### src/rtl/sipo_word_assembler_if.sv
// Serial-in / word-out bundle between a bit-stream source and its word consumer.
// The master drives bits, framing and the consumer handshake; the slave returns words and status.
interface sipo_word_assembler_if #(
    parameter int WIDTH      = 8,
    parameter int FIFO_DEPTH = 2
);
    logic                          serial_in;
    logic                          bit_valid;
    logic                          frame_start;
    logic                          word_ready;
    logic                          ovf_clr;
    logic [WIDTH-1:0]              word_out;
    logic                          word_valid;
    logic [$clog2(FIFO_DEPTH):0]   level;
    logic [$clog2(WIDTH)-1:0]      bit_count;
    logic                          overflow;
    logic                          sync_err;

    modport master (
        output serial_in, bit_valid, frame_start, word_ready, ovf_clr,
        input  word_out, word_valid, level, bit_count, overflow, sync_err
    );

    modport slave (
        input  serial_in, bit_valid, frame_start, word_ready, ovf_clr,
        output word_out, word_valid, level, bit_count, overflow, sync_err
    );
endinterface

### src/rtl/sipo_word_assembler.sv
// Gated serial bits -> framed WIDTH-bit words -> small FIFO; word visible 1 cycle after its last bit.
// Consumer stalls via word_ready; a word completing into a full, non-popping FIFO is dropped (sticky overflow).

module sipo_fifo #(
    parameter int W     = 8,
    parameter int DEPTH = 2
) (
    input  logic                     clk,
    input  logic                     rst_n,
    input  logic                     push_vld,
    input  logic [W-1:0]             push_dat,
    input  logic                     pop_vld,
    output logic [W-1:0]             head_dat,
    output logic                     empty,
    output logic                     full,
    output logic [$clog2(DEPTH):0]   level
);
    localparam int AW = $clog2(DEPTH);

    logic [W-1:0] mem [DEPTH];
    logic [AW:0]  wr_ptr;
    logic [AW:0]  rd_ptr;
    logic         do_push;
    logic         do_pop;

    assign empty    = (wr_ptr == rd_ptr);
    assign full     = (wr_ptr[AW] != rd_ptr[AW]) && (wr_ptr[AW-1:0] == rd_ptr[AW-1:0]);
    assign level    = wr_ptr - rd_ptr;
    assign head_dat = mem[rd_ptr[AW-1:0]];
    assign do_pop   = pop_vld && !empty;
    // A simultaneous pop frees the slot the push lands in, so full only blocks a lone push.
    assign do_push  = push_vld && (!full || do_pop);

    always_ff @(posedge clk or negedge rst_n) begin
        if (!rst_n) begin
            wr_ptr <= '0;
            rd_ptr <= '0;
            for (int i = 0; i < DEPTH; i++) begin
                mem[i] <= '0;
            end
        end else begin
            if (do_push) begin
                mem[wr_ptr[AW-1:0]] <= push_dat;
                wr_ptr              <= wr_ptr + 1'b1;
            end
            if (do_pop) begin
                rd_ptr <= rd_ptr + 1'b1;
            end
        end
    end
endmodule

module sipo_word_assembler #(
    parameter int WIDTH      = 8,
    parameter int MSB_FIRST  = 1,
    parameter int FIFO_DEPTH = 2
) (
    input  logic                 clk,
    input  logic                 rst_n,
    sipo_word_assembler_if.slave bus
);
    localparam int CW = $clog2(WIDTH);

    logic [WIDTH-1:0] shreg;
    logic [WIDTH-1:0] base;
    logic [WIDTH-1:0] shifted;
    logic [CW-1:0]    bit_count;
    logic             word_done;
    logic             fifo_empty;
    logic             fifo_full;
    logic             drop;
    logic             overflow_q;
    logic             sync_err_q;

    // frame_start throws the partial away, so the new bit shifts into a clean register.
    always_comb begin
        base = bus.frame_start ? '0 : shreg;
        if (MSB_FIRST != 0) begin
            shifted = {base[WIDTH-2:0], bus.serial_in};
        end else begin
            shifted = {bus.serial_in, base[WIDTH-1:1]};
        end
        word_done = bus.bit_valid && !bus.frame_start && (bit_count == CW'(WIDTH - 1));
    end

    always_ff @(posedge clk or negedge rst_n) begin
        if (!rst_n) begin
            shreg      <= '0;
            bit_count  <= '0;
            sync_err_q <= 1'b0;
        end else begin
            sync_err_q <= bus.frame_start && (bit_count != '0);
            if (bus.bit_valid) begin
                shreg <= shifted;
                if (word_done) begin
                    bit_count <= '0;
                end else if (bus.frame_start) begin
                    bit_count <= CW'(1);
                end else begin
                    bit_count <= bit_count + 1'b1;
                end
            end else if (bus.frame_start) begin
                shreg     <= '0;
                bit_count <= '0;
            end
        end
    end

    sipo_fifo #(
        .W     (WIDTH),
        .DEPTH (FIFO_DEPTH)
    ) u_fifo (
        .clk      (clk),
        .rst_n    (rst_n),
        .push_vld (word_done),
        .push_dat (shifted),
        .pop_vld  (bus.word_ready),
        .head_dat (bus.word_out),
        .empty    (fifo_empty),
        .full     (fifo_full),
        .level    (bus.level)
    );

    // Full implies non-empty, so word_ready alone decides whether a pop makes room.
    assign drop = word_done && fifo_full && !bus.word_ready;

    always_ff @(posedge clk or negedge rst_n) begin
        if (!rst_n) begin
            overflow_q <= 1'b0;
        end else if (drop) begin
            overflow_q <= 1'b1;
        end else if (bus.ovf_clr) begin
            overflow_q <= 1'b0;
        end
    end

    assign bus.word_valid = !fifo_empty;
    assign bus.bit_count  = bit_count;
    assign bus.overflow   = overflow_q;
    assign bus.sync_err   = sync_err_q;
endmodule

### src/flat_wrapper.sv
// flat-port wrapper written by rule: the top's interface ports become plain ports
module sipo_word_assembler_flat 
#(
    parameter int WIDTH      = 8,
    parameter int MSB_FIRST  = 1,
    parameter int FIFO_DEPTH = 2
)
  (clk, rst_n, bus_serial_in, bus_bit_valid, bus_frame_start, bus_word_ready, bus_ovf_clr, bus_word_out, bus_word_valid, bus_level, bus_bit_count, bus_overflow, bus_sync_err);
  sipo_word_assembler_if #(.WIDTH(WIDTH), .FIFO_DEPTH(FIFO_DEPTH)) bus_i ();
  input  logic clk;
  input  logic rst_n;
  input wire logic [$bits(bus_i.serial_in)-1:0] bus_serial_in;
  input wire logic [$bits(bus_i.bit_valid)-1:0] bus_bit_valid;
  input wire logic [$bits(bus_i.frame_start)-1:0] bus_frame_start;
  input wire logic [$bits(bus_i.word_ready)-1:0] bus_word_ready;
  input wire logic [$bits(bus_i.ovf_clr)-1:0] bus_ovf_clr;
  output wire logic [$bits(bus_i.word_out)-1:0] bus_word_out;
  output wire logic [$bits(bus_i.word_valid)-1:0] bus_word_valid;
  output wire logic [$bits(bus_i.level)-1:0] bus_level;
  output wire logic [$bits(bus_i.bit_count)-1:0] bus_bit_count;
  output wire logic [$bits(bus_i.overflow)-1:0] bus_overflow;
  output wire logic [$bits(bus_i.sync_err)-1:0] bus_sync_err;
  assign bus_i.serial_in = bus_serial_in;
  assign bus_i.bit_valid = bus_bit_valid;
  assign bus_i.frame_start = bus_frame_start;
  assign bus_i.word_ready = bus_word_ready;
  assign bus_i.ovf_clr = bus_ovf_clr;
  assign bus_word_out = bus_i.word_out;
  assign bus_word_valid = bus_i.word_valid;
  assign bus_level = bus_i.level;
  assign bus_bit_count = bus_i.bit_count;
  assign bus_overflow = bus_i.overflow;
  assign bus_sync_err = bus_i.sync_err;
  sipo_word_assembler #(.WIDTH(WIDTH), .MSB_FIRST(MSB_FIRST), .FIFO_DEPTH(FIFO_DEPTH)) u_core (.clk(clk), .rst_n(rst_n), .bus(bus_i));
endmodule
### config.mk
export PLATFORM = sky130hd
export DESIGN_NAME = sipo_word_assembler_flat
export DESIGN_NICKNAME = d
export VERILOG_FILES = /design/src/rtl/sipo_word_assembler_if.sv /design/src/rtl/sipo_word_assembler.sv /design/src/flat_wrapper.sv
export SDC_FILE = /design/constraint.sdc
export NUM_CORES = 1
export LEC_CHECK = 0
export CORE_MARGIN = 2
export CORE_UTILIZATION = 55
export CTS_BUF_LIST = sky130_fd_sc_hd__clkbuf_8
export DETAILED_ROUTE_END_ITERATION = 8
export GPL_ROUTABILITY_DRIVEN = 0
export PLACE_DENSITY = 0.81
export SLEW_MARGIN = 20
export SYNTH_ARGS = -nofsm -noshare
export SYNTH_HDL_FRONTEND = slang
export SYNTH_SLANG_ARGS = --single-unit
### constraint.sdc
create_clock -name clk -period 2.7 [get_ports clk]
set_input_delay 0.54 -clock clk [delete_from_list [all_inputs] [get_ports clk]]
set_output_delay 0.54 -clock clk [all_outputs]
set_load 0.03 [all_outputs]
* Word-level counts from Yosys, hierarchy flattened
Cells that the tools add are included.
W data, S select, Z words.
** Storage, ports and cells
- Register bits after elaboration :: 32
- Output and inout port bits :: 16
- Logic and storage cells :: 52
** Cells by class
- Add/sub/neg operators :: 4
- $lt $le $gt $ge :: 3
- Eq/ne operators :: 4
- Mux-type cells :: 14
- Bitwise gates (word level) :: 2
- Reductions and logical operators :: 17
** Operators by type and width (count)
- $mux W8 :: 4
- $bwmux W16 :: 1
- $mux W7 :: 2
- $mux W3 :: 4
- $logic_and A1 B1 Y1 :: 9
- $demux W8 S1 :: 1
- $add A2 B1 Y2 const B :: 2
- $ge A2 B2 Y1 const B :: 2
- $logic_not A1 Y1 :: 4
- $not A1 Y2 :: 2
- $reduce_bool A2 Y1 :: 2
- $add A3 B1 Y3 const B :: 1
- $eq A3 B3 Y1 const B :: 1
- $reduce_bool A3 Y1 :: 1
- $eq A2 B2 Y1 :: 1
- $lt A2 B1 Y1 const B :: 1
- $mux W1 :: 2
- $sub A2 B2 Y2 :: 1
- $eq A1 B1 Y1 :: 1
- $logic_or A1 B1 Y1 :: 1
- $ne A1 B1 Y1 :: 1

* Longest topological paths before layout
Gate-level depths: netlist of the first run.
- Word-level depth :: 6
- Depth in mapped cells :: 6
- Gate-level depth less buffers :: 5

* Cells and area by module
From an unflattened synthesis of the first run, not the netlist that was laid out.
** Second synthesis, totals
- Cells, all modules :: 122
- Area total of the unflattened synthesis :: 1569.0 sq um
** Modules (own cells, without submodules)
- sipo_fifo :: times used 1, cells an instance 70, area each 973.4 sq um, sequential area each 500.5 sq um
- sipo_word_assembler :: times used 1, cells an instance 52, area each 595.6 sq um, sequential area each 300.3 sq um

* Worst setup path after synthesis of the first run
Ideal clock, no wire load.
- Path type :: register to register
- Start :: register u_core.bit_count[0], in the netlist u_core.bus.bit_count[0]
- End :: register u_core.u_fifo.mem[0] (netlist name)
- Setup time :: 0.125 ns
- Arrival time :: 1.845 ns
- Slack :: 0.730 ns
- Cell stages (with the launch flop) :: 6
- Path buffers :: 0
- Period minus slack after synthesis :: 1.970 ns
- Cells stage by stage :: dfrtp_1 > ha_1 > ha_1 > nand3b_4 > a211oi_4 > mux2_2
** On the way
- Word-level cells in the longest chain between the ends :: 3
** Ends and longest elaborated chain
- from (decl) :: line sipo_word_assembler.sv:67 : logic [CW-1:0] bit_count;
- from (signal assigned) :: line sipo_word_assembler.sv:100 : bit_count <= bit_count + 1'b1;
- $eq A3 B3 Y1 :: line sipo_word_assembler.sv:83 : word_done = bus.bit_valid && !bus.frame_start && (bit_count == CW'(WIDTH - 1));
- $logic_and A1 B1 Y1 :: line sipo_word_assembler.sv:83
- $logic_and A1 B1 Y1 :: line sipo_word_assembler.sv:32 : assign do_push = push_vld && (!full || do_pop);
- to (signal, indexed assignment) :: line sipo_word_assembler.sv:43 : mem[wr_ptr[AW-1:0]] <= push_dat;
- to (decl) :: line sipo_word_assembler.sv:20 : logic [W-1:0] mem [DEPTH];
No other way between the ends.
A chain may end at the register's enable or synchronous reset.

* Worst setup path in the final report of the first run
- Start :: register u_core.u_fifo.rd_ptr[0]
- End :: output port bus_level[0]
** On the way
- Word-level cells in the longest chain between the ends :: 1
** Ends and longest elaborated chain
- from (decl) :: line sipo_word_assembler.sv:22 : logic [AW:0] rd_ptr;
- from (signal assigned) :: line sipo_word_assembler.sv:47 : rd_ptr <= rd_ptr + 1'b1;
- $sub A2 B2 Y2 :: line sipo_word_assembler.sv:28 : assign level = wr_ptr - rd_ptr;
- to (decl) :: line flat_wrapper.sv:19 : output wire logic [$bits(bus_i.level)-1:0] bus_level;
No other way between the ends.

==> flow_summary.yaml, run 1 <==
synth:
  synth_top_area_share: 0.523
  synth-async-reset-ratio: 1.00
  yosysTopAreaCell: "dfrtp_1"
  syn_area_per_cell_sq_um: 13.0
  synthTopCellsByArea: "dfrtp_1 (52%), mux2_2 (18%), mux2i_1 (3.9%), nor2b_1 (3.7%), ha_1 (3.3%)"
  ys_seq_elements: 32
  syn_inst: 118
  synth_flop_cell: "dfrtp_1"
  yosysMostFrequentCell: "dfrtp_1"
  synth_area_sq_mm: 0.00153
  syn_nets: 129
  synthTopCellsByCount: "dfrtp_1 (32), mux2_2 (25), nor2b_1 (9), nor2_1 (7)"
  synth-edff-count: 0
  seq_area_frac_synth: 0.523
  yosys_warnings: 0
  ys_types: 24
clock_network:
  cts_sinks: 32
  cts-root-buf: "clkbuf_8"
  cts_tree: "built"
  clkLatencyLatePin_ns: 0.29
  cts_resized: 0
  clock_path_buffers: 2
  cts_made_buffers: 5
  cts_hold_buf: 0
  post_cts_buffers: 0
  h-tree-depth: 2
  path_clk_slew_ns: 0.07
place:
  hpwl_mm: 1.91
  portBuffers: 22
  dp.cells: 170
  place_area_sq_mm: 0.00178
detailed_routing:
  routed_via_density: 5.39
  drt-initial-drc-count: 10
  drt_pass1_iterations: 4
  route.final.wire_length_mm: 2.81
  drcViolationCount: 0
  num_vias: 960
  wl_per_cell_um: 15.8
  drtAntennaViolNets: 0
sta:
  rsz0062_at_grt: "no"
  maxSlewViolCount: 0
  relSlewSlack: 0.620
  tightest_slew_ns: 0.568
  fin_skew_ns: 0.00382
  hold_viol: 0
  period_minus_slack_ns: 2.56
  finalCritPeriodShare: 0.949
  setup_viol: 0
  fin_tns_setup_ns: 0
  fmax_mhz: 390
worst_setup_path:
  crit_chain: "ha_1, inv_1, clkdlybuf4s50_1"
  critPathTopFamily: "buffers and inverters"
  cp_max_fo: 10
  cp.buffers_inverters: 2
  r2r_setup_slack_ns: 0.43
  crit_arrival_ns: 2.02
  start_kind: "register"
  worst_r2r_path_depth: 4
  crit_path_max_incr_delay_ns: 0.67
  required_ns: 2.16
  crit_path_end_kind: "output port"
  r2r_end: "u_core.u_fifo.mem[6]$_DFFE_PN0P_"
  critPathKind: "reg2out"
  slowest_stage: "clkdlybuf4s50_1"
  rr_startpoint: "u_core.u_fifo.rd_ptr[0]$_DFFE_PN0P_"
die:
  die_w_um: 56.7
  num_io_pins: 23
  design.core.area_sq_mm: 0.00271
  initial_core_util: 0.565
  dieArea_sq_mm: 0.00322
  rows: 19
  die_h_um: 56.7
layout:
  area.growth.synth_to_final_pct: 22.6
  fin_nets: 157
  fin_util: 0.693
  final_area_sq_mm: 0.00188
  n_antenna_cell: 0
  drive_gt1_frac: 0.279
  fin_cells: 178
power:
  p_sw_uw: 399
  seq_power_share: 0.445
  finalPower_mw: 1.25
  p_sw_frac: 0.318
  combPwrFrac: 0.250
  vdd_drop_max_uv: 716
  internal_power_uw: 855
  power_frac_clock: 0.305
  leakagePower_nw: 0.917
  power_density_mw_per_mm2: 668
hold_path:
  holdCritStartpoint: "u_core.u_fifo.mem[3]$_DFFE_PN0P_"
  hp-class: "reg2reg"
  hold_depth: 1
  hold_path_end: "u_core.u_fifo.mem[3]$_DFFE_PN0P_"
grt:
  grt_pass1_vias: 1093
  grt_max_degree: 33
  grt_use_total: 0.211
  gr-total-overflow: 0
  grt_pass1_wl_mm: 5.06
  antenna_found_initial: 0
run:
  cap_violations: 0
run_status:
  outcome: "finished, final reports clean"
[per-layer routing]
| layer | wire, um | up-vias | global-route usage |
|---|---|---|---|
| met5 | 0 | - | 0 |
| met4 | 40 | 0 | 0.0731 |
| met3 | 137 | 4 | 0.0829 |
| met2 | 1400 | 21 | 0.346 |
| met1 | 1230 | 482 | 0.253 |
| li1 | - | 453 | - |
[worst reg2reg max path: cells and delay by family (launching register included)]
family / cells / cell delay, ns
mux: 1 / 0.41
fa+ha+maj: 1 / 0.34
flops: 1 / 0.62
compound gates: 1 / 0.55
simple gates: 1 / 0.25
[sequential cells by signal (all words and copies together), names as in the netlist]
register	count
u_core.bus.overflow	1
u_core.bus.sync_err	1
u_core.u_fifo.rd_ptr	2
u_core.bus.bit_count	3
u_core.u_fifo.wr_ptr	2
u_core.shreg	7
u_core.u_fifo.mem	16
[per-stage QoR]
step / setup slack, ns / hold WS, ns
6_report: 0.138 / 0.506
5_1_grt: 0.0479 / 0.525
4_1_cts: 0.128 / 0.508
3_5_place_dp: 0.317 / 0.493
3_3_place_gp: 0.367 / 0.484
2_1_floorplan: 0.730 / 0.244
[power by group through the flow]
stage               combinational [mW]  clock (mW)  sequential (mW)
floorplan                        0.215           0            0.545
global placement                 0.304           0            0.564
detailed placement               0.314           0            0.566
CTS                              0.316       0.390            0.558
global route                     0.338       0.413            0.564
finish                           0.313       0.382            0.558
[cells by family after synthesis]
family / after synthesis / share of synthesized area
compound gates: 11 / 0.0556
xor+xnor: 7 / 0.0450
fa+ha+maj: 4 / 0.0327
buf+inv: 11 / 0.0376
flops: 32 / 0.523
mux: 31 / 0.223
simple gates: 22 / 0.0826
[layout by cell type, fill, tap and decap left out, drive strengths merged]
cell           netlist  layout
o21ai                2       2
clkinv               0       2
a211o                1       1
nand3b               1       1
nor2b                9       9
xnor2                5       5
clkdlybuf4s50        0      22
clkbuf               2       6
mux2                25      25
inv                  6       6
nor2                 7       7
a21boi               1       1
dfrtp               32      32
xor2                 2       2
and2b                1       1
ha                   4       4
a211oi               1       1
o31ai                1       1
mux2i                6       6
a21oi                1       1
buf                  3       4
o22ai                3       3
o211ai               1       1
nand2                4       4
[layout make-up]
type                            instances  area [sq um]
Clock buffer                            6          82.6
Clock inverter                          2          10.0
Fill cell                             203           833
Inverter                                6          22.5
Multi-Input combinational cell         75           672
Sequential cell                        32           801
Tap cell                               31          38.8
Timing Repair Buffer                   26           250
[worst max-delay path by stage]
stage,from,endpoint,slack (ns),cells past startpoint
after floorplan,u_core.bus.bit_count[0]$_DFFE_PN0P_,u_core.u_fifo.mem[0]$_DFFE_PN0P_,0.73,5
after global placement,bus_word_ready,u_core.u_fifo.mem[7]$_DFFE_PN0P_,0.37,4
after detailed placement,bus_word_ready,u_core.u_fifo.mem[6]$_DFFE_PN0P_,0.32,4
after CTS,u_core.u_fifo.rd_ptr[0]$_DFFE_PN0P_,bus_level[0],0.13,3
after global routing,u_core.u_fifo.rd_ptr[0]$_DFFE_PN0P_,bus_level[0],0.05,3
final,u_core.u_fifo.rd_ptr[0]$_DFFE_PN0P_,bus_level[0],0.14,3
Power figures use the tool's default switching activity.
==> run 2, diff against run 1 <==
--- a/config.mk
+++ b/config.mk
@@ -5,6 +5,7 @@
 export SDC_FILE = /design/constraint.sdc
 export NUM_CORES = 1
 export LEC_CHECK = 0
+export CAP_MARGIN = 25
 export CORE_MARGIN = 2
 export CORE_UTILIZATION = 55
 export CTS_BUF_LIST = sky130_fd_sc_hd__clkbuf_8
==> results of run 2 <==
Final layout, timing and power as in run 1 (identical DEF).
